### src/rtl/alu.sv
// Single-cycle registered ALU: arithmetic, bitwise logic, shifts and rotates on
// two 8-bit operands, selected by a 4-bit opcode and loaded into O every edge.
module alu #(
  parameter int DATA_W = 8
) (
  input  logic [DATA_W-1:0] A,
  input  logic [DATA_W-1:0] B,
  output logic [DATA_W-1:0] O,
  input  logic [3:0]        CTR,
  input  logic              ck,
  input  logic              rst
);

  typedef enum logic [3:0] {
    OP_ADD = 4'b0000,
    OP_SUB = 4'b0001,
    OP_AND = 4'b1000,
    OP_OR  = 4'b1001,
    OP_XOR = 4'b1010,
    OP_NOT = 4'b1011,
    OP_SHL = 4'b1100,
    OP_ASR = 4'b1101,
    OP_ROL = 4'b1110,
    OP_ROR = 4'b1111
  } op_e;

  logic [DATA_W-1:0] o_d;
  logic [DATA_W-1:0] o_q;

  // Arithmetic shift keeps the sign bit; both operands are treated as raw bit vectors.
  function automatic logic [DATA_W-1:0] asr1(input logic [DATA_W-1:0] a);
    logic signed [DATA_W-1:0] s;
    s = signed'(a);
    return DATA_W'(s >>> 1);
  endfunction

  always_comb begin
    o_d = '0;
    case (CTR)
      OP_ADD:  o_d = A + B;
      OP_SUB:  o_d = A - B;
      OP_AND:  o_d = A & B;
      OP_OR:   o_d = A | B;
      OP_XOR:  o_d = A ^ B;
      OP_NOT:  o_d = ~A;
      OP_SHL:  o_d = {A[DATA_W-2:0], 1'b0};
      OP_ASR:  o_d = asr1(A);
      OP_ROL:  o_d = {A[DATA_W-2:0], A[DATA_W-1]};
      OP_ROR:  o_d = {A[0], A[DATA_W-1:1]};
      default: o_d = '0;  // reserved opcodes 0010-0111
    endcase
  end

  // Result register: the only state in the block.
  always_ff @(posedge ck or posedge rst) begin
    if (rst) o_q <= '0;
    else     o_q <= o_d;
  end

  assign O = o_q;

endmodule

### config.mk
export PLATFORM = sky130hd
export DESIGN_NAME = alu
export DESIGN_NICKNAME = d
export VERILOG_FILES = /design/src/rtl/alu.sv
export SDC_FILE = /design/constraint.sdc
export NUM_CORES = 1
export LEC_CHECK = 0
export BUFFER_PORTS_ARGS = -buffer_cell sky130_fd_sc_hd__buf_2
export CELL_PAD_IN_SITES_DETAIL_PLACEMENT = 1
export CELL_PAD_IN_SITES_GLOBAL_PLACEMENT = 1
export CORE_ASPECT_RATIO = 0.8
export CORE_MARGIN = 2
export CORE_UTILIZATION = 37
export DETAILED_ROUTE_END_ITERATION = 7
export PLACE_DENSITY = 0.85
export SYNTH_ARGS = -nofsm -noshare
export SYNTH_HDL_FRONTEND = slang
export SYNTH_SLANG_ARGS = --single-unit
### constraint.sdc
create_clock -name ck -period 0.8 [get_ports ck]
set_input_delay 0.08 -clock ck [delete_from_list [all_inputs] [get_ports ck]]
set_output_delay 0.08 -clock ck [all_outputs]
set_load 0.02 [all_outputs]
==> flow_metrics.py <==
metrics = {
    "sta": {
        "setup_slack_ns": -1.17,
        "hold_viol": 0,
        "worst_pin_slew_ns": 0.445,
        "rsz0062_at_grt": "yes",
        "holdWs_ns": 0.311,
        "slew_headroom_pct": 70.1,
        "drv_slew": 0,
        "fin_crit_ns": 1.97,
        "fin_setup_tns_ns": -7.71,
        "setup_viol": 11,
        "fin_crit_sh_pct": 247,
        "fmax_mhz": 507,
    },
    "power": {
        "vdd_drop_max_v": 0.000505,
        "power_density_nw_per_um2": 1090,
        "p_leak_uw": 0.00116,
    },
    "cts": {
        "clk_pin_slew_worst_paths_ns": 0.04,
        "root_buffer": "clkbuf_8",
        "htree_levels": 1,
        "cts.sinks": 8,
        "cts_tree": "yes",
        "numCtsBuffers": 3,
        "cts.path.max_buffers": 2,
    },
    "critical_path": {
        "startpoint_type": "primary input",
        "path_max_fanout": 4,
        "cp_top_family": "simple AND/OR/NAND/NOR gates",
        "required_ns": 0.90,
        "critical_path_class": "primary input to register",
        "crit_path_max_incr_delay_ns": 0.37,
        "end_kind": "register",
        "cp.arrival_ns": 2.08,
        "crit_chain": "buf_6 -> nand2b_4 -> nor3_4 -> buf_4 -> mux2_4 -> fa_2 -> nor2b_1 -> o21ai_1 -> nand2b_1 -> a21oi_2 -> mux2i_1 -> nand2_1",
        "crit_path_top_delay_cell": "fa_2",
        "path_buf_inv": 2,
    },
    "synthesis": {
        "yosysMostFrequentCell": "ha_1",
        "syn-mean-instance-area_um2": 8.60,
        "ys_warn_count": 0,
        "syn_nets": 209,
        "synthTopCellsByArea": "ha_1, dfrtp_1, mux4_2",
        "syn_area_um2": 1390,
        "synthTopCellsByCount": "ha_1, inv_1, nand2_1",
        "synth_edf_count": 0,
        "async_flop_share_pct": 100,
        "netlist_instances": 162,
        "ys_ff_latch": 8,
        "synthFlopType": "dfrtp_1",
        "synth_top_area_cell": "ha_1",
        "synth_top_area_share_pct": 21.6,
        "ys_seq_area_share_pct": 14.4,
        "ys_types": 41,
    },
    "placement": {
        "preCtsSetupSlack_ns": -1.40,
        "gp_congestion": 0.834,
        "hpwl_um": 3790,
        "port_buffers": 29,
    },
    "floorplan": {
        "core_um2": 3520,
        "die_area_um2": 4270,
        "initial_core_util_pct": 39.6,
        "die_width_um": 72.6,
        "io-pin-count": 30,
        "rows": 19,
        "dieHeight_um": 58.9,
    },
    "global_route": {
        "antenna_found_initial": 0,
        "grt_pass1_vias": 1697,
        "grt_overflow": 0,
        "grt_pass1_wl_um": 7940,
        "grt_max_degree": 20,
        "grtUsageTotal_pct": 24.3,
    },
    "layout": {
        "num_antenna_cells": 0,
        "nNetsFinal": 296,
        "largest_reg_flops": 8,
        "syn_to_final_growth_pct": 60.3,
        "drive_gt1_share_pct": 48.6,
    },
    "status": {
        "violations": "design-rule violations, negative setup slack",
        "status": "finished, violations left",
    },
    "route": {
        "num_vias": 1585,
        "wirelength_um": 5620,
        "avgRoutedWirePerCell_um": 19.4,
        "ant_nets": 0,
        "drtIter0Drc": 45,
        "vias_per_cell": 5.48,
        "drc": 1,
        "drtPass1Iterations": 7,
    },
    "run": {
        "maxCapViolations": 0,
    },
    "min_path": {
        "min_path_type": "primary input to register",
    },
}
-- cells by family after synthesis --
kind of cell	count (synthesis)	synth area share (%)
and+or+nand+nor	39	14.1
AOI/OAI and AO/OA	33	15.8
buffers and inverters	28	8.62
adders and majority gates	25	23.0
muxes	17	16.5
xor gates and xnor gates	12	7.55
DFF	8	14.4
-- per-stage QoR --
stage | util [%] | instance area, um^2 | power [uW] | std cells
detailed placement | 54.8 | 1930 | 1680 | 273
CTS | 59.6 | 2100 | 2270 | 281
global placement | 54.8 | 1930 | 1600 | 273
finish | 63.4 | 2230 | 2420 | 289
global route | 63.4 | 2230 | 2580 | 289
floorplan | - | 1430 | 1160 | 162
-- final timing paths --
| check | end | slack (ns) | cells past startpoint | startpoint |
|---|---|---|---|---|
| max | O[6] | -1.17 | 12 | CTR[1] |
| max in group asynchronous | O[2] | 0.24 | 3 | rst |
| min | O[7] | 0.31 | 4 | CTR[3] |
| min in group asynchronous | O[1] | 0.34 | 3 | rst |
-- timing repair --
action / CTS / global route
endpoints found under the hold margin: 8 / 0
hold buffers: 1 / 0
gates resized for setup: 24 / 19
setup endpoints to repair: 16 / 16
pin swaps: 5 / 16
buffers inserted: 4 / 10
-- area by class of cell --
| class | count | area (um^2) |
|---|---|---|
| fill | 421 | 1290 |
| multi-input combinational | 126 | 1170 |
| timing repair buffer | 90 | 696 |
| sequential | 8 | 200 |
| inverter | 20 | 75.1 |
| tap | 42 | 52.6 |
| clock buffer | 3 | 41.3 |
-- cells in the final DEF, fill, tap and decap left out, types with 2 or more instances in the layout --
master | netlist | final
ha_1 | 24 | 23
nand2b_4 | 0 | 2
a21oi_2 | 0 | 2
nand2b_1 | 5 | 3
o211ai_1 | 2 | 2
nor2_1 | 8 | 6
mux4_2 | 4 | 4
buf_6 | 1 | 14
o21ai_0 | 8 | 4
dfrtp_1 | 8 | 8
buf_2 | 3 | 19
mux2_2 | 4 | 3
mux2i_1 | 8 | 8
nor2b_1 | 3 | 2
a31oi_1 | 5 | 4
inv_1 | 20 | 18
o21ai_1 | 1 | 5
a21oi_1 | 5 | 3
xnor2_1 | 8 | 8
mux2_4 | 1 | 2
nand2_1 | 12 | 12
xor2_1 | 4 | 3
inv_2 | 0 | 2
nor3b_1 | 4 | 4
buf_4 | 1 | 55
clkbuf_8 | 0 | 3
nor2_2 | 0 | 2
nor3_1 | 4 | 3
-- where the power goes --
group / switching [uW] / internal (uW)
combinational: 721 / 763
sequential: 24.7 / 456
clock: 134 / 324
-- layer usage --
metal | global-route usage, % | vias to the layer above | routed length, um
li1 | - | 738 | -
met1 | 26.2 | 770 | 2250
met2 | 50.5 | 61 | 2980
met3 | 1.88 | 16 | 220
met4 | 5.82 | 0 | 159
met5 | 0 | - | 0
Note: power is estimated with default switching activity, not from simulation.
